==> config.mk <==
export PLATFORM = sky130hd
export DESIGN_NAME = mem_arbiter_flat
export DESIGN_NICKNAME = d
export VERILOG_FILES = /design/src/rtl/cpu_types_pkg.sv /design/src/rtl/mem_arbiter_if.sv /design/src/rtl/mem_arbiter.sv /design/src/flat_wrapper.sv
export SDC_FILE = /design/constraint.sdc
export NUM_CORES = 1
export LEC_CHECK = 0
export CAP_MARGIN = 0
export CORE_AREA = 2 2 105 107
export CTS_CLUSTER_DIAMETER = 150
export DETAILED_ROUTE_END_ITERATION = 6
export DIE_AREA = 0 0 107 109
export GPL_TIMING_DRIVEN = 0
export PLACE_DENSITY_LB_ADDON = 0.08
export SLEW_MARGIN = 5
export SYNTH_ARGS = -nofsm -noshare
export SYNTH_HDL_FRONTEND = slang
export SYNTH_SLANG_ARGS = --single-unit
==> constraint.sdc <==
create_clock -name CLK -period 2.05 [get_ports CLK]
set_input_delay 0.41 -clock CLK [delete_from_list [all_inputs] [get_ports CLK]]
set_output_delay 0.41 -clock CLK [all_outputs]
set_load 0.01 [all_outputs]
==> src/rtl/cpu_types_pkg.sv <==
// cpu_types_pkg: shared processor types.
//   word_t      - 32-bit machine word
//   ramstate_t  - RAM status reported back to the memory controller
//   arb_state_t - mem_arbiter FSM states, exported so benches can name them
package cpu_types_pkg;

    typedef logic [31:0] word_t;

    typedef enum logic [1:0] {
        FREE   = 2'd0,
        BUSY   = 2'd1,
        ACCESS = 2'd2,
        ERROR  = 2'd3
    } ramstate_t;

    typedef enum logic [1:0] {
        IDLE   = 2'd0,
        IGRANT = 2'd1,
        DGRANT = 2'd2
    } arb_state_t;

endpackage

==> src/rtl/mem_arbiter_if.sv <==
// mem_arbiter_if: request-unit side and RAM side of the memory arbiter.
//   requester -> arb : iREN, iaddr, dREN, dWEN, daddr, dstore
//   RAM       -> arb : ramstate, ramload
//   arb -> RAM       : ramREN, ramWEN, ramaddr, ramstore
//   arb -> requester : ihit, dhit, iload, dload
// Modports: arb (the arbiter), tb (whatever drives/observes it).
interface mem_arbiter_if;
    import cpu_types_pkg::*;

    logic      iREN;
    word_t     iaddr;
    logic      dREN;
    logic      dWEN;
    word_t     daddr;
    word_t     dstore;
    ramstate_t ramstate;
    word_t     ramload;
    logic      ramREN;
    logic      ramWEN;
    word_t     ramaddr;
    word_t     ramstore;
    logic      ihit;
    logic      dhit;
    word_t     iload;
    word_t     dload;

    modport arb (
        input  iREN, iaddr, dREN, dWEN, daddr, dstore, ramstate, ramload,
        output ramREN, ramWEN, ramaddr, ramstore, ihit, dhit, iload, dload
    );

    modport tb (
        output iREN, iaddr, dREN, dWEN, daddr, dstore, ramstate, ramload,
        input  ramREN, ramWEN, ramaddr, ramstore, ihit, dhit, iload, dload
    );

endinterface

==> src/rtl/mem_arbiter.sv <==
// mem_arbiter: shares one RAM port between instruction fetch and data.
// Data wins arbitration unless the instruction side has lost STARVE_LIMIT
// consecutive contested arbitrations. Each grant is held until RAM reports
// ACCESS (hit) or ERROR (drop, requester retries), then one IDLE cycle.
// Ports:
//   CLK  - clock, rising edge
//   nRST - asynchronous active-low reset
//   bus  - mem_arbiter_if.arb (request, RAM and completion signals)
module mem_arbiter
    import cpu_types_pkg::*;
#(
    parameter int STARVE_LIMIT = 4
) (
    input  logic          CLK,
    input  logic          nRST,
    mem_arbiter_if.arb    bus
);

    localparam int SW = $clog2(STARVE_LIMIT + 1);
    localparam logic [SW-1:0] STARVE_MAX = SW'(STARVE_LIMIT);

    arb_state_t    state_q, state_d;
    logic [SW-1:0] starve_q, starve_d;
    logic          dreq;
    logic          ram_done;

    assign dreq     = bus.dREN | bus.dWEN;
    // ACCESS and ERROR both end the grant; only ACCESS produces a hit.
    assign ram_done = (bus.ramstate == ACCESS) || (bus.ramstate == ERROR);

    always_comb begin
        state_d = state_q;
        case (state_q)
            IDLE: begin
                if (dreq && bus.iREN)
                    state_d = (starve_q == STARVE_MAX) ? IGRANT : DGRANT;
                else if (dreq)
                    state_d = DGRANT;
                else if (bus.iREN)
                    state_d = IGRANT;
            end
            IGRANT:  if (ram_done || !bus.iREN) state_d = IDLE;
            DGRANT:  if (ram_done || !dreq)     state_d = IDLE;
            default: state_d = IDLE;
        endcase
    end

    // Counts contested data wins; any cycle without a fetch request resets it.
    always_comb begin
        starve_d = starve_q;
        if (!bus.iREN)
            starve_d = '0;
        else if (state_q == IDLE && state_d == IGRANT)
            starve_d = '0;
        else if (state_q == IDLE && state_d == DGRANT && starve_q != STARVE_MAX)
            starve_d = starve_q + 1'b1;
    end

    always_ff @(posedge CLK or negedge nRST) begin
        if (!nRST) begin
            state_q  <= IDLE;
            starve_q <= '0;
        end else begin
            state_q  <= state_d;
            starve_q <= starve_d;
        end
    end

    // RAM side is Moore on state; hit/load additionally follow ramstate.
    // Data read/write type tracks the live dWEN.
    always_comb begin
        bus.ramREN   = 1'b0;
        bus.ramWEN   = 1'b0;
        bus.ramaddr  = '0;
        bus.ramstore = '0;
        bus.ihit     = 1'b0;
        bus.dhit     = 1'b0;
        bus.iload    = '0;
        bus.dload    = '0;
        case (state_q)
            IGRANT: begin
                bus.ramREN  = 1'b1;
                bus.ramaddr = bus.iaddr;
                if (bus.ramstate == ACCESS) begin
                    bus.ihit  = 1'b1;
                    bus.iload = bus.ramload;
                end
            end
            DGRANT: begin
                bus.ramWEN   = bus.dWEN;
                bus.ramREN   = ~bus.dWEN;
                bus.ramstore = bus.dWEN ? bus.dstore : '0;
                bus.ramaddr  = bus.daddr;
                if (bus.ramstate == ACCESS) begin
                    bus.dhit  = 1'b1;
                    bus.dload = bus.ramload;
                end
            end
            default: ;
        endcase
    end

endmodule

==> src/flat_wrapper.sv <==
// flat-port wrapper written by rule: the top's interface ports become plain ports
module mem_arbiter_flat import cpu_types_pkg::*;
#(
    parameter int STARVE_LIMIT = 4
)
  (CLK, nRST, bus_iREN, bus_iaddr, bus_dREN, bus_dWEN, bus_daddr, bus_dstore, bus_ramstate, bus_ramload, bus_ramREN, bus_ramWEN, bus_ramaddr, bus_ramstore, bus_ihit, bus_dhit, bus_iload, bus_dload);
  mem_arbiter_if bus_i ();
  input  logic CLK;
  input  logic nRST;
  input wire logic [$bits(bus_i.iREN)-1:0] bus_iREN;
  input wire logic [$bits(bus_i.iaddr)-1:0] bus_iaddr;
  input wire logic [$bits(bus_i.dREN)-1:0] bus_dREN;
  input wire logic [$bits(bus_i.dWEN)-1:0] bus_dWEN;
  input wire logic [$bits(bus_i.daddr)-1:0] bus_daddr;
  input wire logic [$bits(bus_i.dstore)-1:0] bus_dstore;
  input wire logic [$bits(bus_i.ramstate)-1:0] bus_ramstate;
  input wire logic [$bits(bus_i.ramload)-1:0] bus_ramload;
  output wire logic [$bits(bus_i.ramREN)-1:0] bus_ramREN;
  output wire logic [$bits(bus_i.ramWEN)-1:0] bus_ramWEN;
  output wire logic [$bits(bus_i.ramaddr)-1:0] bus_ramaddr;
  output wire logic [$bits(bus_i.ramstore)-1:0] bus_ramstore;
  output wire logic [$bits(bus_i.ihit)-1:0] bus_ihit;
  output wire logic [$bits(bus_i.dhit)-1:0] bus_dhit;
  output wire logic [$bits(bus_i.iload)-1:0] bus_iload;
  output wire logic [$bits(bus_i.dload)-1:0] bus_dload;
  assign bus_i.iREN = bus_iREN;
  assign bus_i.iaddr = bus_iaddr;
  assign bus_i.dREN = bus_dREN;
  assign bus_i.dWEN = bus_dWEN;
  assign bus_i.daddr = bus_daddr;
  assign bus_i.dstore = bus_dstore;
  assign bus_i.ramstate = bus_ramstate;
  assign bus_i.ramload = bus_ramload;
  assign bus_ramREN = bus_i.ramREN;
  assign bus_ramWEN = bus_i.ramWEN;
  assign bus_ramaddr = bus_i.ramaddr;
  assign bus_ramstore = bus_i.ramstore;
  assign bus_ihit = bus_i.ihit;
  assign bus_dhit = bus_i.dhit;
  assign bus_iload = bus_i.iload;
  assign bus_dload = bus_i.dload;
  mem_arbiter #(.STARVE_LIMIT(STARVE_LIMIT)) u_core (.CLK(CLK), .nRST(nRST), .bus(bus_i));
endmodule
After elaboration in Yosys (flattened, before gate mapping)
Cells that the tools add are included.
W data, S select, Z words.
{ "word_totals": {"in_bits": 135, "reg_bits": 5, "elab_cells": 45, "out_inout_bits": 132} }
{ "op_classes": {"bitwise_logic": 2, "n_addsub": 1, "n_eq_ne": 9, "mux": 21, "reduce_logical": 10} }
{ "ops": {"columns": ["cell", "n"], "rows": [
  ["$mux W32", 5],
  ["$pmux W32 S2", 1],
  ["$mux W2", 6],
  ["$mux W3", 3],
  ["$eq A2 B2 Y1 const B", 4],
  ["$pmux W2 S3", 1],
  ["$eq A2 B1 Y1 const B", 2],
  ["$logic_and A1 B1 Y1", 4],
  ["$mux W1", 4],
  ["$add A3 B1 Y3 const B", 1],
  ["$eq A3 B3 Y1 const B", 1],
  ["$logic_or A1 B1 Y1", 3],
  ["$ne A3 B1 Y1 const B", 1],
  ["$ne A3 B3 Y1 const B", 1],
  ["$logic_not A1 Y1", 2],
  ["$logic_not A2 Y1", 1],
  ["$pmux W1 S2", 1],
  ["$not A1 Y1", 1],
  ["$or A1 B1 Y1", 1]
]} }

Longest topological paths before layout
{ "depth": {"depth_word": 11, "ltp_mapped": 7, "ltp_nobuf": 7} }

Worst setup path after synthesis
Ideal clock, no wire load.
{ "synth_path": {"path_type": "reg2out", "from": "register u_core.state_q[1]", "to": "output port bus_iload[22]", "stages_incl_launch_ff": 7, "t_arrival_ns": 1.747, "setup_slack_ns": -0.107, "t_required_ns": 1.640, "n_path_buf": 2, "path_cell_list": "dfrtp_1 inv_1 ha_1 clkbuf_1 nor3b_1 clkbuf_1 and2_1"} }
{ "synth_via": {"elab_chain_len": 2} }
{ "synth_rtl": {"columns": ["item", "line", "rtl"], "rows": [
  ["start, declared", "mem_arbiter.sv:22", "arb_state_t state_q, state_d;"],
  ["start signal, assigned", "mem_arbiter.sv:64", "state_q <= state_d;"],
  ["$eq A2 B1 Y1", "mem_arbiter.sv:80", "case (state_q)"],
  ["$mux W32", "mem_arbiter.sv:80", null],
  ["end, declared", "flat_wrapper.sv:24", "output wire logic [$bits(bus_i.iload)-1:0] bus_iload;"]
]} }
Every way passes these cells.

Worst setup path after layout
{ "layout_path": {"from": "register u_core.state_q[1]", "to": "output port bus_iload[28]"} }
Same word-level chain as after synthesis.

==> results <==
per-stage QoR:
step,setup slack [ns],utilization (%)
2_1_floorplan,0.00757,-
3_3_place_gp,-1.05,42.0
3_5_place_dp,-1.07,42.0
4_1_cts,-0.173,48.7
5_1_grt,-0.166,52.0
6_report,-0.0980,52.0
report_power, final:
part	leakage [nW]	internal, mW	switching (mW)
Sequential	0.0653	0.128	0.0349
Combinational	2.44	1.92	1.40
Clock	0.0228	0.133	0.0432
Total	2.53	2.18	1.48
kinds of logic after synthesis:
logic type	count (synthesis)	share of synthesized area (%)
AND/OR/NAND/NOR	153	57.5
AO/OA/AOI/OAI	44	22.1
buffers and inverters	29	6.72
adder cells (fa/ha/maj)	6	4.64
flip-flops	5	7.73
multiplexers	2	1.31
cell type report:
| type | instances | area share, % |
|---|---|---|
| timing repair buffer | 313 | 54.9 |
| multi-input combinational | 205 | 32.8 |
| buffer | 23 | 5.58 |
| tap | 140 | 3.18 |
| sequential | 5 | 2.29 |
| clock buffer | 4 | 0.817 |
| inverter | 5 | 0.386 |
| antenna | 1 | 0.0454 |
routing by layer:
metal  part of all wire [%]  wire length, um  track usage, %  vias to the layer above
met5                      0                0               0                        -
met4                    1.2              150            3.99                        0
met3                    9.9             1200            6.22                       10
met2                     55             6640            37.6                      153
met1                     34             4180            18.6                     1399
li1                       -                -               -                     1467
final timing paths:
check	cells after the start	endpoint	startpoint	slack [ns]
setup / recovery	8	bus_iload[28]	u_core.state_q[1]	-0.1
hold / removal	1	u_core.starve_q[0]	nRST	0.42
setup reg to reg	8	u_core.starve_q[2]	u_core.state_q[0]	0.01
hold reg to reg	2	u_core.starve_q[1]	u_core.starve_q[1]	0.61
max in group asynchronous	1	u_core.state_q[0]	nRST	1.41
min in group CLK	2	u_core.starve_q[1]	u_core.starve_q[1]	0.61
worst reg2reg max path, delay by kind of cell, from the launching register on:
family,cells,cell delay [ns]
AOI/OAI and AO/OA,3,0.71
adders and majority gates,1,0.17
buffers and inverters,3,0.46
DFF,1,0.42
and+or+nand+nor,1,0.19
cells in the mapped netlist:
| cell | instances |
|---|---|
| and2_1 | 65 |
| nor2b_1 | 33 |
| a22oi_1 | 32 |
| and3_1 | 32 |
| clkbuf_1 | 23 |
| nand2_1 | 8 |
| ha_1 | 6 |
| dfrtp_1 | 5 |
| inv_1 | 5 |
| nor2_1 | 5 |
| o22ai_1 | 3 |
| nand2b_1 | 2 |
| nor3b_1 | 2 |
| a21oi_1 | 1 |
| a22o_4 | 1 |
| a311oi_4 | 1 |
| a32o_1 | 1 |
| a32oi_1 | 1 |
| a41oi_1 | 1 |
| and2b_1 | 1 |
| buf_1 | 1 |
| mux2_1 | 1 |
| mux2i_1 | 1 |
| nand3_1 | 1 |
| nand4_1 | 1 |
| nor3_1 | 1 |
| nor4b_1 | 1 |
| o21a_1 | 1 |
| o21bai_1 | 1 |
| o31ai_1 | 1 |
| or2_4 | 1 |
flip-flops by register name, summed over array words and instances, names as in the netlist:
register / cells
u_core.state_q: 2
u_core.starve_q: 3
what timing repair did:
item,in CTS,in global routing
cloned,8,4
pin swaps,54,21
gates resized for setup,686,121
setup buffers,27,13
endpoints found under the setup margin,135,129
==> flow_metrics.tcl <==
set metrics [dict create \
    crit_fanout 7 \
    wl_mm 12.2 \
    cts_tree "built" \
    slowest_stage "dfrtp_1" \
    synth-seq-cells 5 \
    hold_class "primary input to async pin" \
    htree_levels 1 \
    synth_warnings 0 \
    crit_required_ns 1.64 \
    hold_viol_final 0 \
    max_stage_delay_ns 0.42 \
    grt_pass1_vias 3045 \
    power.density_nw_per_um2 664 \
    fin_setup_tns_ns -2.49 \
    critPathKind "flop to output pin" \
    overflow 0 \
    place_inst 644 \
    worst_slack_ns -0.0980 \
    peakVddDrop_mv 0.362 \
    status "finished, violations left" \
    nNetsFinal 697 \
    design_area_um2 5520 \
    final_max_slew_viol_count 0 \
    relSlewSlack_pct 74.8 \
    synth_cells 239 \
    clk_transition_reported_paths_ns 0.03 \
    fp.dieH_um 109 \
    critPathLaunchType "flop" \
    rsz0062_at_grt "true" \
    layout.cells.most_common "clkdlybuf4s50_1" \
    setup_viol 52 \
    clk_latency_ns 0.22 \
    wl_per_cell_um 17.5 \
    synthesis.nets 380 \
    p_leak_nw 2.53 \
    path_delay_family "buffers and inverters" \
    crit_top_cell "buf_6" \
    via_count 3029 \
    synth.top_cell.area_share_pct 25.1 \
    cts_hold_buf 0 \
    fin_hold_ws_ns 0.423 \
    drt-vias-per-instance 4.35 \
    dp_hpwl_mm 9.14 \
    place_area_um2 4450 \
    place.port_buffers 265 \
    grt_max_degree 11 \
    syn_area_per_cell_um2 6.77 \
    drtPass1Iterations 4 \
    die_area_um2 11700 \
    grt_pass1_wl_mm 17.0 \
    worstMarginPinSlew_ns 0.378 \
    fin_worst_skew_ns 0.00103 \
    synth_top_area_cell "and2_1" \
    cp.arrival_ns 1.74 \
    ant_nets 0 \
    final.period_utilization_pct 105 \
    instances_no_fill 696 \
    fp.coreArea_um2 10600 \
    synthToLayoutAreaGrowth_pct 241 \
    drt_drc_violations_left 0 \
    yosysSeqAreaShare_pct 7.73 \
    rows 38 \
    post_synth_main_area_contributors "and2_1, a22oi_1, nor2b_1" \
    cp_cell_sequence "inv_2 -> ha_4 -> nor3b_4 -> buf_12 -> buf_6 -> buf_8 -> and2_4 -> buf_6" \
    fillers 1019 \
    max-cap-violations 0 \
    die_w_um 107 \
    yosysUniqueCellTypes 31 \
    cts_buffers 3 \
    gp_congestion 0.816 \
    clockBufferDepth 2 \
    timing.fmax_ghz 0.466 \
    clock-sinks 5 \
    grt.total_usage_pct 18.7 \
    worst-path-buf-inv 5 \
    start_util_pct 15.3 \
    multi_input_area_um2 1810 \
    clockRootBuffer "clkbuf_8" \
    io_pins 267 \
    synth_area_um2 1620 \
    cp-end-kind "output pin" \
    drt_iter0_drc 110 \
    mostFrequentLayoutCells "clkdlybuf4s50_1, buf_6, and2_4" \
    power_mw 3.66 \
    antenna_found_initial 1 \
    drive_gt1_share_pct 57.8 \
    failed_checks "setup timing" \
    register_area_um2 126 \
    min_period_ns 2.15 \
]
(Power assumes the default switching activity.)
